$ cat config.mk
export PLATFORM = sky130hd
export DESIGN_NAME = log_lut_arbiter
export DESIGN_NICKNAME = d
export VERILOG_FILES = /design/src/rtl/log_lut_arbiter.sv
export SDC_FILE = /design/constraint.sdc
export NUM_CORES = 1
export LEC_CHECK = 0
export CAP_MARGIN = 20
export CORE_ASPECT_RATIO = 1.75
export CORE_MARGIN = 5
export CORE_UTILIZATION = 40
export CTS_BUF_LIST = sky130_fd_sc_hd__clkbuf_4 sky130_fd_sc_hd__clkbuf_8
export CTS_CLUSTER_SIZE = 28
export DETAILED_ROUTE_END_ITERATION = 16
export PLACE_DENSITY = 0.79
export SYNTH_ARGS = -nofsm -noshare
export SYNTH_HDL_FRONTEND = slang
export SYNTH_SLANG_ARGS = --single-unit
$ cat constraint.sdc
create_clock -name clk -period 4.1 [get_ports clk]
set_clock_uncertainty 0.2 [all_clocks]
set_input_delay 1.025 -clock clk [delete_from_list [all_inputs] [get_ports clk]]
set_output_delay 1.025 -clock clk [all_outputs]
set_load 0.05 [all_outputs]
$ cat src/rtl/log_lut_arbiter.sv
// Round-robin arbiter sharing one combinational log LUT between NUM_REQ lanes.
// Two stages: S1 holds the registered LUT address, S2 holds the back-pressurable response.
module log_lut_arbiter #(
    parameter int NUM_REQ = 4,
    parameter int ADDR_W  = 8,
    parameter int DATA_W  = 16
) (
    input  logic                      clk,
    input  logic                      resetn,
    input  logic [NUM_REQ-1:0]        req_valid,
    input  logic [NUM_REQ*ADDR_W-1:0] req_addr,
    output logic [NUM_REQ-1:0]        req_ready,
    output logic [ADDR_W-1:0]         lut_addr,
    input  logic [DATA_W-1:0]         lut_data,
    output logic [NUM_REQ-1:0]        rsp_valid,
    output logic [DATA_W-1:0]         rsp_data,
    input  logic [NUM_REQ-1:0]        rsp_ready,
    output logic                      busy
);

    localparam int PTR_W = (NUM_REQ > 1) ? $clog2(NUM_REQ) : 1;

    // Handshakes on both sides are valid & ready in the same cycle; a lane's
    // request may be withdrawn before it is granted, a response is held until taken.
    logic               s1_vld;
    logic [PTR_W-1:0]   s1_id;
    logic [PTR_W-1:0]   rr_ptr;
    logic [PTR_W-1:0]   gnt_id;
    logic [PTR_W-1:0]   rr_next;
    logic [NUM_REQ-1:0] gnt;
    logic [NUM_REQ-1:0] s1_onehot;
    logic [ADDR_W-1:0]  gnt_addr;
    logic               gnt_found;
    logic               s2_fire;
    logic               adv2;
    logic               acc1;
    logic               hs;

    assign s2_fire = |(rsp_valid & rsp_ready);
    assign adv2    = s1_vld & (~|rsp_valid | s2_fire);
    assign acc1    = ~s1_vld | adv2;

    // First pending lane at or after rr_ptr, wrapping modulo NUM_REQ.
    always_comb begin
        gnt       = '0;
        gnt_id    = '0;
        gnt_found = 1'b0;
        for (int k = 0; k < NUM_REQ; k++) begin
            if (!gnt_found && req_valid[(int'(rr_ptr) + k) % NUM_REQ]) begin
                gnt_found = 1'b1;
                gnt_id    = PTR_W'((int'(rr_ptr) + k) % NUM_REQ);
                gnt[(int'(rr_ptr) + k) % NUM_REQ] = 1'b1;
            end
        end
    end

    assign req_ready = (acc1 && resetn) ? gnt : '0;
    assign hs        = |(req_valid & req_ready);
    assign gnt_addr  = req_addr[int'(gnt_id)*ADDR_W +: ADDR_W];
    assign rr_next   = (gnt_id == PTR_W'(NUM_REQ - 1)) ? '0 : gnt_id + 1'b1;
    assign s1_onehot = NUM_REQ'(1) << s1_id;
    assign busy      = s1_vld | (|rsp_valid);

    always_ff @(posedge clk or negedge resetn) begin
        if (!resetn) begin
            s1_vld    <= 1'b0;
            s1_id     <= '0;
            lut_addr  <= '0;
            rr_ptr    <= '0;
            rsp_valid <= '0;
            rsp_data  <= '0;
        end else begin
            // A new grant only happens when S1 is free or moving on, so it may overwrite S1.
            if (hs) begin
                s1_vld   <= 1'b1;
                s1_id    <= gnt_id;
                lut_addr <= gnt_addr;
                rr_ptr   <= rr_next;
            end else if (adv2) begin
                s1_vld <= 1'b0;
            end

            if (adv2) begin
                rsp_valid <= s1_onehot;
                rsp_data  <= lut_data;
            end else if (s2_fire) begin
                rsp_valid <= '0;
            end
        end
    end

endmodule

==> impl_results.md <==
- Cell count after synthesis: between 200 and 250
- P per Cell Area: 953 nW/um^2
- Die Ht: 106 microns
- Gr busiest metal: met2
- CTS H-tree depth: 2
- Fin nets: approximately 370
- Iter 0 DRT Violations: 66
- Final period util: 97.1%
- GRT Total Usage: 17.8%
- Ys async rst share: 100%
- TritonRoute pass-1 iters: 4
- Post-DR wirelength/cell: 16.7 microns
- Inserted Clock Buffers: 5
- CP Launch Type: input port
- Clock-pin slew on the worst setup and hold paths: ~0.06 ns
- Hold/Removal Path Class: reg2reg
- Number of flops mapped to enable cells by yosys: 0
- Root Driver: clkbuf_8
- Seq cells post-synth: 33
- Largest net degree at the start of global routing: 34
- Core Footprint: 5210 sq um
- Final Hold Fails: 0
- Area of the mapped netlist: 2120 sq um
- Distinct cells, synth: 46
- Setup WS post-layout: 0.120 ns
- Slew HR: 35.3%
- Tightest Pin Transition: 0.969 ns
- Met2 usage: ~36%
- Post-Synthesis Net Count: 268
- Dominant synthesized flop cell: dfrtp_1
- Most frequent cells in the layout: clkdlybuf4s50_1 (82), nand2_1 (61), dfrtp_1 (33)
- Worst EP required: 2.87 ns
- Routed vias/inst: around 5.5
- Final min period: between 3 and 4 ns
- IO Port Bufs: 90
- RSZ-0062 raised after global routing: no
- # Max-Cap Violations: 0
- CTS Hold Bufs: 0
- HPWL Detailed: 4830 microns
- I/O pins: 91
- Critical Path AT: 2.75 ns
- Rows: 35
- Antenna diode instance count: 0
- Worst path cell trace: dlygate4sd2_1 > mux4_2 > nor2b_4 > a221o_1 > o21ai_1 > a21oi_2 > buf_12
- Global Route met1 Usage: 16.9%
- Clock Sinks: 33
- Cell family with most CP delay: multiplexers
- Worst Setup End Kind: primary output
- Status: completed
- CP Class: in2out
- Post-placement setup slack: -0.152 ns
- Met3 global-route usage: under 10%
- Syn-to-layout area delta: 57.0%
- Mean Syn Cell Area: ~10 sq um
- Vias in the first global route: 2078
- Post-route ant nets: 0
- Routability cong.: 0.865
- Critical Path Max Stage Delay: 0.57 ns
- Syn. warnings: 0
- Worst vdd rail ir drop: 0.615 mV
- CTS tree: built
- Setup TNS: 0 ns
- Finished Layout Cells: approximately 360
- Initial antenna violation count: 0
- Total Routed Length: 6050 microns
- Seq/Total Area, Yosys: between 30% and 40%
- Placed Cells incl. Taps: about 350
- Commonest non-fill, non-tap cell in the layout: clkdlybuf4s50_1
- Buf/Inv on CP: 2
- Endpoints failing setup: 0
- CTS Buffer Depth: 2
- Crit Path Max Fanout: 6
- Slew Viols, Final: 0
- Routed vias: 1998
- Critical-path top delay cell: mux4_2
- Final core occ: a little under two thirds
- Die area: a little under 7000 sq um
- LEAKAGE: 1.47 nW
- Initial Util: 40.7%
- Global-route wire length before repair: approximately 9600 microns
- DRC: 0
- Worst-Skew Late Latency: between 0.2 and 0.3 ns
- Fmax: 251 MHz
- Chip width: around 65 microns
- Layout cells sized above 1: 21.1%
- Gr ovfl total: 0
[through the flow]
step / area (sq um) / hold WS, ns / total power [W]
6_report: 3330 / 0.274 / 0.00318
5_1_grt: 3330 / 0.309 / 0.00338
4_1_cts: 3320 / 0.278 / 0.00318
3_5_place_dp: 3210 / 0.261 / 0.00291
3_3_place_gp: 3210 / 0.256 / 0.00287
2_1_floorplan: 2120 / 0.286 / 0.00217
[Yosys cell counts (2+ instances only)]
cell | count | area share (%)
a21oi_1 | 5 | 1.2
a221o_1 | 4 | 1.9
a22o_1 | 3 | 1.2
a22oi_1 | 2 | 0.71
a32o_1 | 2 | 0.94
buf_2 | 3 | 0.71
buf_6 | 3 | 1.6
clkbuf_1 | 3 | 0.53
dfrtp_1 | 33 | 39
ha_1 | 7 | 4.1
inv_1 | 4 | 0.71
inv_2 | 2 | 0.35
mux2_2 | 2 | 1.1
mux2_4 | 9 | 6.4
mux2i_1 | 8 | 3.8
mux4_2 | 10 | 11
nand2_1 | 62 | 11
nand2b_1 | 3 | 0.88
nor2_1 | 4 | 0.71
nor3_1 | 4 | 0.94
nor4_1 | 2 | 0.59
o21ai_0 | 3 | 0.71
o221ai_1 | 2 | 0.83
[metal layers]
metal | wire (microns) | vias up
met5 | 0 | -
met4 | 117 | 0
met3 | 351 | 13
met2 | 3500 | 77
met1 | 2080 | 975
li1 | - | 933
[power breakdown]
part	switching [W]	total (W)	internal [W]
logic	0.00131	0.00236	0.00105
registers	0.0000906	0.000577	0.000487
clock network	0.000118	0.000235	0.000117
total	0.00152	0.00318	0.00165
[final timing paths]
| kind | startpoint | end | slack (ns) | cells past startpoint |
|---|---|---|---|---|
| worst max register to register | rr_ptr[1] | lut_addr[0] | 0.50 | 8 |
| max in group asynchronous | resetn | rsp_data[10] | 2.37 | 2 |
| worst min-delay path | rsp_data[6] | rsp_data[6] | 0.27 | 2 |
| worst max-delay path | req_valid[2] | req_ready[1] | 0.12 | 7 |
| min in group asynchronous | resetn | rsp_data[2] | 1.04 | 2 |
| worst min register to register | rsp_data[6] | rsp_data[6] | 0.27 | 2 |
[area by class of cell]
class                      count  area (sq um)
clock buffer                   5          68.8
fill                         423          1880
clock inverter                 3          17.5
inverter                       7          26.3
tap                           55          68.8
sequential                    33           826
timing repair buffer         108          1100
multi-input combinational    152          1230
[sequential cells by signal, indices dropped and copies added, names as in the netlist, named ones only]
signal	cells
rr_ptr	1
lut_addr	8
s1_id	2
rsp_valid	4
rsp_data	16
s1_vld	1
[worst reg2reg max path: stages, from the launching register on]
cell,delay [ns]
dfrtp_1,0.34
inv_1,0.13
ha_1,0.57
mux4_2,0.38
nor3_1,0.09
nor3_1,0.23
a21boi_1,0.83
mux4_2,0.45
mux2_4,0.27
[cells by family after synthesis]
group                      Yosys count  synth area share, %
buffers and inverters               18                 4.60
and+or+nand+nor                     81                 16.3
muxes                               30                 22.9
DFF                                 33                 38.9
xor gates and xnor gates             1                0.413
adders and majority gates            7                 4.12
AOI/OAI and AO/OA                   33                 12.8
[timing repair]
action	in CTS	in global routing
setup buffers	0	1
cloned	0	0
pin swaps	3	2
resized for setup	9	3
endpoints found under the setup margin	4	4
Note: power is estimated with default switching activity, not from simulation.
